===== src/rtl/cla_result_fifo.sv =====
// Result buffer behind the carry-lookahead adder: stores {cout, sum} entries and
// hands them downstream over valid/ready; results arriving while full are dropped and counted.
module cla_result_fifo #(
  parameter int WIDTH = 4,
  parameter int DEPTH = 4
) (
  input  logic                     clk,
  input  logic                     reset,
  input  logic                     in_valid,
  input  logic [WIDTH-1:0]         in_sum,
  input  logic                     in_cout,
  output logic                     in_ready,
  output logic                     out_valid,
  output logic [WIDTH-1:0]         out_sum,
  output logic                     out_cout,
  input  logic                     out_ready,
  output logic [$clog2(DEPTH):0]   count,
  output logic [7:0]               drop_cnt
);

  localparam int PW = $clog2(DEPTH);
  localparam int CW = PW + 1;
  localparam logic [CW-1:0] DEPTH_C = CW'(DEPTH);

  logic [WIDTH:0]  mem_q [DEPTH];
  logic [PW-1:0]   wr_ptr_q, wr_ptr_d;
  logic [PW-1:0]   rd_ptr_q, rd_ptr_d;
  logic [CW-1:0]   count_q, count_d;
  logic [7:0]      drop_cnt_q, drop_cnt_d;
  logic            full, empty, push, pop, drop;
  logic [WIDTH:0]  head;

  always_comb begin
    full       = (count_q == DEPTH_C);
    empty      = (count_q == '0);
    push       = in_valid && !full;
    pop        = !empty && out_ready;
    // A full buffer drops even when the head leaves in the same cycle.
    drop       = in_valid && full;
    wr_ptr_d   = wr_ptr_q;
    rd_ptr_d   = rd_ptr_q;
    count_d    = count_q;
    drop_cnt_d = drop_cnt_q;
    if (push) wr_ptr_d = wr_ptr_q + PW'(1);
    if (pop)  rd_ptr_d = rd_ptr_q + PW'(1);
    case ({push, pop})
      2'b10:   count_d = count_q + CW'(1);
      2'b01:   count_d = count_q - CW'(1);
      default: count_d = count_q;
    endcase
    if (drop && drop_cnt_q != 8'hFF) drop_cnt_d = drop_cnt_q + 8'd1;
  end

  always_ff @(posedge clk or posedge reset) begin
    if (reset) begin
      wr_ptr_q   <= '0;
      rd_ptr_q   <= '0;
      count_q    <= '0;
      drop_cnt_q <= '0;
    end else begin
      wr_ptr_q   <= wr_ptr_d;
      rd_ptr_q   <= rd_ptr_d;
      count_q    <= count_d;
      drop_cnt_q <= drop_cnt_d;
    end
  end

  // Storage is deliberately not reset; occupancy alone defines what is valid.
  always_ff @(posedge clk) begin
    if (push) mem_q[wr_ptr_q] <= {in_cout, in_sum};
  end

  always_comb begin
    head      = mem_q[rd_ptr_q];
    in_ready  = !full;
    out_valid = !empty;
    out_sum   = empty ? '0 : head[WIDTH-1:0];
    out_cout  = empty ? 1'b0 : head[WIDTH];
    count     = count_q;
    drop_cnt  = drop_cnt_q;
  end

endmodule


===== config.mk =====
export PLATFORM = sky130hd
export DESIGN_NAME = cla_result_fifo
export DESIGN_NICKNAME = d
export VERILOG_FILES = /design/src/rtl/cla_result_fifo.sv
export SDC_FILE = /design/constraint.sdc
export NUM_CORES = 1
export LEC_CHECK = 0
export CAP_MARGIN = 25
export CORE_UTILIZATION = 45
export DETAILED_ROUTE_END_ITERATION = 10
export PLACE_DENSITY = 0.67
export SLEW_MARGIN = 25
export SYNTH_ARGS = -nofsm -noshare
export SYNTH_HDL_FRONTEND = slang
export SYNTH_SLANG_ARGS = --single-unit

===== constraint.sdc =====
create_clock -name clk -period 2.6 [get_ports clk]
set_input_delay 0.39 -clock clk [delete_from_list [all_inputs] [get_ports clk]]
set_output_delay 0.39 -clock clk [all_outputs]
set_load 0.01 [all_outputs]

==> results of run 1 <==
where the power goes:
group	switching, µW	total (µW)	internal (µW)
clock	176	281	104
sequential	148	894	746
combinational	322	810	488
total	646	1980	1340
kinds of logic (layout without fill, tap and decap cells):
group | after synthesis | in the layout | share of synthesized area [%]
multiplexers | 10 | 10 | 10.6
AND/OR/NAND/NOR | 29 | 29 | 12.0
XOR/XNOR | 11 | 11 | 6.06
AO/OA/AOI/OAI | 1 | 1 | 1.73
flip-flops | 35 | 35 | 61.4
buffers and inverters | 9 | 40 | 2.28
adder cells (fa/ha/maj) | 7 | 7 | 5.98
sequential cells by signal (all words and copies together) (netlist names):
| name | cells |
|---|---|
| mem_q | 20 |
| wr_ptr_q | 2 |
| drop_cnt | 8 |
| rd_ptr_q | 2 |
| count | 3 |
cells in the final DEF, fill, tap and decap left out, types with 2 or more instances in the layout:
master,Yosys,routed
dfrtp_1,15,14
xor2_1,4,4
clkdlybuf4s50_1,0,26
and3_1,5,5
mux2_2,4,4
nand4_1,2,2
xnor2_1,7,7
nor2_1,2,2
inv_1,6,6
ha_1,6,6
edfxtp_1,20,20
nand2_1,8,8
mux4_2,5,5
and2_1,5,5
clkbuf_4,0,5
layout make-up:
type                    instances  area, µm²
clock inverters                 2       12.5
flip-flops and latches         35        977
fillers                       305       1420
repair buffers                 26        260
multi-input cells              58        577
well taps                      46       57.6
clock buffers                   6       41.3
inverters                       6       22.5
worst reg2reg max path: stages (launching register included):
cell	delay, ns
dfrtp_1	0.45
or3_1	0.49
and2_4	0.23
ha_1	0.20
inv_1	0.07
fa_1	0.18
xor2_1	0.15
nor2_1	0.06
xor2_1	0.13
synthesized netlist by cell type, drive strengths merged:
library cell / n
xnor2: 7
nand3: 1
fa: 1
clkbuf: 1
nand2b: 1
ha: 6
and4: 1
nand4: 2
edfxtp: 20
and2: 6
buf: 2
nor4b: 1
mux4: 5
xor2: 4
mux2: 4
nand2: 8
or3: 1
nor2: 2
mux2i: 1
inv: 6
nand4bb: 1
dfrtp: 15
and3: 5
a41oi: 1
through the flow:
step                cells  hold slack (ns)  total power (µW)  setup slack (ns)  cell area (µm²)
floorplan             102            0.291              1370             0.626             1590
global placement      171            0.506              1700             0.386             1890
detailed placement    171            0.508              1730             0.347             1890
CTS                   179            0.416              2010            0.0526             1950
global route          179            0.460              2120             0.114             1950
finish                179            0.397              1980             0.214             1950
worst min path at each step:
stage	endpoint	depth (start not counted)	slack [ns]	start
global route	wr_ptr_q[0]$_DFFE_PP0P_	2	0.46	reset
CTS	drop_cnt[2]$_DFFE_PP0P_	2	0.42	reset
detailed placement	drop_cnt[0]$_DFFE_PP0P_	1	0.51	drop_cnt[0]$_DFFE_PP0P_
global placement	drop_cnt[0]$_DFFE_PP0P_	1	0.51	drop_cnt[0]$_DFFE_PP0P_
floorplan	count[0]$_DFFE_PP0P_	1	0.29	reset
finish	drop_cnt[2]$_DFFE_PP0P_	2	0.40	reset
per-layer routing:
layer	vias to the layer above	GRT usage, %	wire length [µm]	part of all wire, %
met3	5	5.25	116	4.5
met1	438	21.9	1120	43
li1	427	-	-	-
met2	18	24.7	1320	51
met5	-	0	0	0
met4	0	9.52	44	1.7
==> results_dict.tcl, run 1 <==
set metrics [dict create \
    finalCriticalPeriod_ns 2.39 \
    port_buffers 26 \
    post-route-period-util_pct 91.8 \
    cp_num_buf_inv 1 \
    drt_iter0_markers 14 \
    ys_ff_latch 35 \
    wire_per_inst_um 14.5 \
    hold_violations 0 \
    worst_r2r_path_depth 8 \
    rrSetupSlack_ns 0.53 \
    critPathLaunchType "flip-flop" \
    cpLargestDelayFamily "multiplexers" \
    rr_startpoint "count[0]$_DFFE_PP0P_" \
    postSynthNetCount 118 \
    syn_area_per_cell_um2 15.6 \
    insertion_delay_ns 0.33 \
    cp.depth 3 \
    cp-startpoint "rd_ptr_q[0]$_DFFE_PP0P_" \
    cts_resized 0 \
    finalSetupViolCount 0 \
    vias 888 \
    area_growth_pct 22.6 \
    grt_pass1_vias 872 \
    die_h_um 61.4 \
    cts-root-buf "clkbuf_4" \
    ir_drop_uv 532 \
    overflow 0 \
    cpPeakStageDelay_ns 0.52 \
    clock_sinks 35 \
    crit_path_end "out_sum[1]" \
    synth_top_area_share_pct 37.8 \
    cts_buffers 5 \
    synthCells 102 \
    drv_cap 0 \
    grt_max_degree 16 \
    die_area_um2 3770 \
    rows 21 \
    leakage_uw 0.000745 \
    grtUsageTotal_pct 16.7 \
    via_per_inst 4.96 \
    yosys.area.top_type "edfxtp_1" \
    drv_slew 0 \
    grt_pass1_wl_mm 4.19 \
    drt-pass1-iter-count 4 \
    yosysWarnings 0 \
    postCtsSetupBuffers 0 \
    path_class "reg2out" \
    skew_ns 0.00659 \
    hold_path.class "in2async" \
    status "complete, no violations" \
    regToRegEndpoint "count[2]$_DFFE_PP0P_" \
    final_layout_size_suffix_gt1_share_pct 15.8 \
    rsz0062_at_grt "no" \
    dp_hpwl_mm 1.97 \
    ctsHoldBuffers 0 \
    fmax_mhz 419 \
    initial_core_util_pct 47.2 \
    core_um2 3360 \
    yosysSeqAreaShare_pct 61.4 \
    diodes 0 \
    finish.net_count 148 \
    syn-cell-area_um2 1590 \
    fp.dieW_um 61.4 \
    clockBufferDepth 2 \
    cp-end-kind "output pin" \
    tightest_slew_ns 0.581 \
    slew_headroom_pct 61.2 \
    final_core_util_pct 57.9 \
    io_pins 27 \
    antenna_found_initial 0 \
    clk_transition_reported_paths_ns 0.11 \
    required_ns 2.21 \
    gp_routability_congestion 0.667 \
    wl_mm 2.60 \
    arrival_ns 2.00 \
    synth.distinct_cells 25 \
    cp_max_fo 7 \
    slowest_stage "mux4_2" \
    drc 0 \
    fin_setup_tns_ns 0 \
    cts_tree "built" \
    htreeDepth 2 \
    drtAntennaViolNets 0 \
    path_cells "mux4_2 > and2_1 > clkdlybuf4s50_1" \
    synth_area_leaders "edfxtp_1 (38%), dfrtp_1 (24%), mux4_2 (7.1%)" \
    powerDensity_nw_per_um2 1020 \
]
Power figures use the tool's default switching activity.
==> run 2: changes to the inputs <==
PLACE_DENSITY = not set   (was 0.67)
PLACE_DENSITY_LB_ADDON = 0.3   (was not set)
SLEW_MARGIN = not set   (was 25)
==> run 2 against run 1 <==
Utilization shrank 0.11 points. Via count rose by 0.11%. First-iteration DRC count rose by 36%. Combinational power rose by 2%. Wire length up 4.8%. Sequential cell count stayed put. Clock power shrank 2%. Non-clock buffer count stayed put. Clock-buffer cell count grew 1. Fmax is 0.19% lower. Setup slack got worse by 0.0045 ns. Die area unchanged.
==> results_dict.tcl, run 2 (synthesized netlist as in run 1, its figures left out) <==
set metrics [dict create \
    status "complete, no violations" \
    finalCriticalPeriod_ns 2.39 \
    grt_pass1_wl_mm 4.24 \
    ir_drop_uv 463 \
    hold_violations 0 \
    port_buffers 26 \
    drt-pass1-iter-count 4 \
    finalPower_uw 2000 \
    finish.net_count 148 \
    fmax_mhz 418 \
    drc 0 \
    rows 21 \
    die_h_um 61.4 \
    gp_routability_congestion 0.699 \
    skew_ns 0.00810 \
    grtUsageTotal_pct 16.6 \
    final_layout_size_suffix_gt1_share_pct 15.0 \
    hold_path.class "in2async" \
    antenna_found_initial 0 \
    dp_hpwl_mm 1.99 \
    path_class "reg2out" \
    postCtsSetupBuffers 0 \
    cts-root-buf "clkbuf_4" \
    final_common_cell "clkdlybuf4s50_1" \
    die_area_um2 3770 \
    cp_max_fo 7 \
    slew_headroom_pct 60.6 \
    grt_pass1_vias 912 \
    initial_core_util_pct 47.2 \
    post-route-period-util_pct 91.9 \
    drtAntennaViolNets 0 \
    fin_hold_ws_ns 0.407 \
    grt_max_degree 16 \
    drv_cap 0 \
    arrival_ns 2.00 \
    cts_tree "built" \
    insertion_delay_ns 0.33 \
    clockBufferDepth 2 \
    area_growth_pct 22.4 \
    overflow 0 \
    drv_slew 0 \
    drt_iter0_markers 19 \
    powerDensity_nw_per_um2 1030 \
    rsz0062_at_grt "no" \
    fp.dieW_um 61.4 \
    finalSetupViolCount 0 \
    largest_reg_flops 20 \
    io_pins 27 \
    clock_sinks 35 \
    cts_buffers 5 \
    clk_transition_reported_paths_ns 0.11 \
    final_cell_mix "clkdlybuf4s50_1 (26), edfxtp_1 (20), dfrtp_1 (14), nand2_1 (8), xnor2_1 (7)" \
    fin_setup_tns_ns 0 \
    vias 889 \
    wire_per_inst_um 15.2 \
    diodes 0 \
    leakage_uw 0.000746 \
    required_ns 2.21 \
    final_core_util_pct 57.8 \
    top_register "mem_q" \
    cp-end-kind "output pin" \
    htreeDepth 2 \
    via_per_inst 4.97 \
    critPathLaunchType "flip-flop" \
    wl_mm 2.73 \
    core_um2 3360 \
    tightest_slew_ns 0.590 \
]
## run 2: cell count changes in the layout (fill, tap and decap cells not counted), sizes merged
cell      previous run  this run
clkbuf               6         7
clkinvlp             1         0
## run 2: where the power goes
group | internal, µW | switching [µW]
clock | 105 | 171
combinational | 491 | 335
sequential | 746 | 154
total | 1340 | 660
## run 2: cell type report
type | instances | area, µm²
Fill cell | 299 | 1420
Multi-Input combinational cell | 58 | 577
Sequential cell | 35 | 977
Timing Repair Buffer | 26 | 260
Clock buffer | 7 | 45.0
Inverter | 6 | 22.5
Tap cell | 46 | 57.6
Clock inverter | 1 | 5.00
## run 2: what timing repair did
item                       CTS  global route
hold buffers                 0             0
setup endpoints to repair    0             5
hold endpoints to repair     0             0
resized for setup            0             1
## run 2: final timing paths
kind	depth (start not counted)	slack, ns	endpoint	from
max in group asynchronous	2	1.77	rd_ptr_q[0]$_DFFE_PP0P_	reset
min reg2reg	1	0.52	drop_cnt[0]$_DFFE_PP0P_	drop_cnt[0]$_DFFE_PP0P_
min	2	0.41	wr_ptr_q[0]$_DFFE_PP0P_	reset
min in group clk	1	0.52	drop_cnt[0]$_DFFE_PP0P_	drop_cnt[0]$_DFFE_PP0P_
max	3	0.21	out_sum[1]	rd_ptr_q[0]$_DFFE_PP0P_
max reg2reg	8	0.49	count[2]$_DFFE_PP0P_	count[2]$_DFFE_PP0P_
## run 2: per-stage QoR
| stage | std cells | setup WS [ns] | instance area (µm²) |
|---|---|---|---|
| 3_5_place_dp | 171 | 0.349 | 1890 |
| 4_1_cts | 179 | 0.0532 | 1940 |
| 2_1_floorplan | 102 | 0.626 | 1590 |
| 6_report | 179 | 0.210 | 1940 |
| 5_1_grt | 179 | 0.104 | 1940 |
| 3_3_place_gp | 171 | 0.441 | 1890 |
## run 2: critical path, cell delays in order, from the launching register on
cell and delay [ns]:
dfrtp_2 0.51, mux4_2 0.52, and2_1 0.17, clkdlybuf4s50_1 0.47
## run 2: layer usage
metal | track usage, % | part of all wire [%] | vias up
li1 | - | - | 422
met1 | 21.0 | 43 | 441
met2 | 26.1 | 51 | 19
met3 | 5.04 | 4.0 | 7
met4 | 8.57 | 1.9 | 0
met5 | 0 | 0 | -
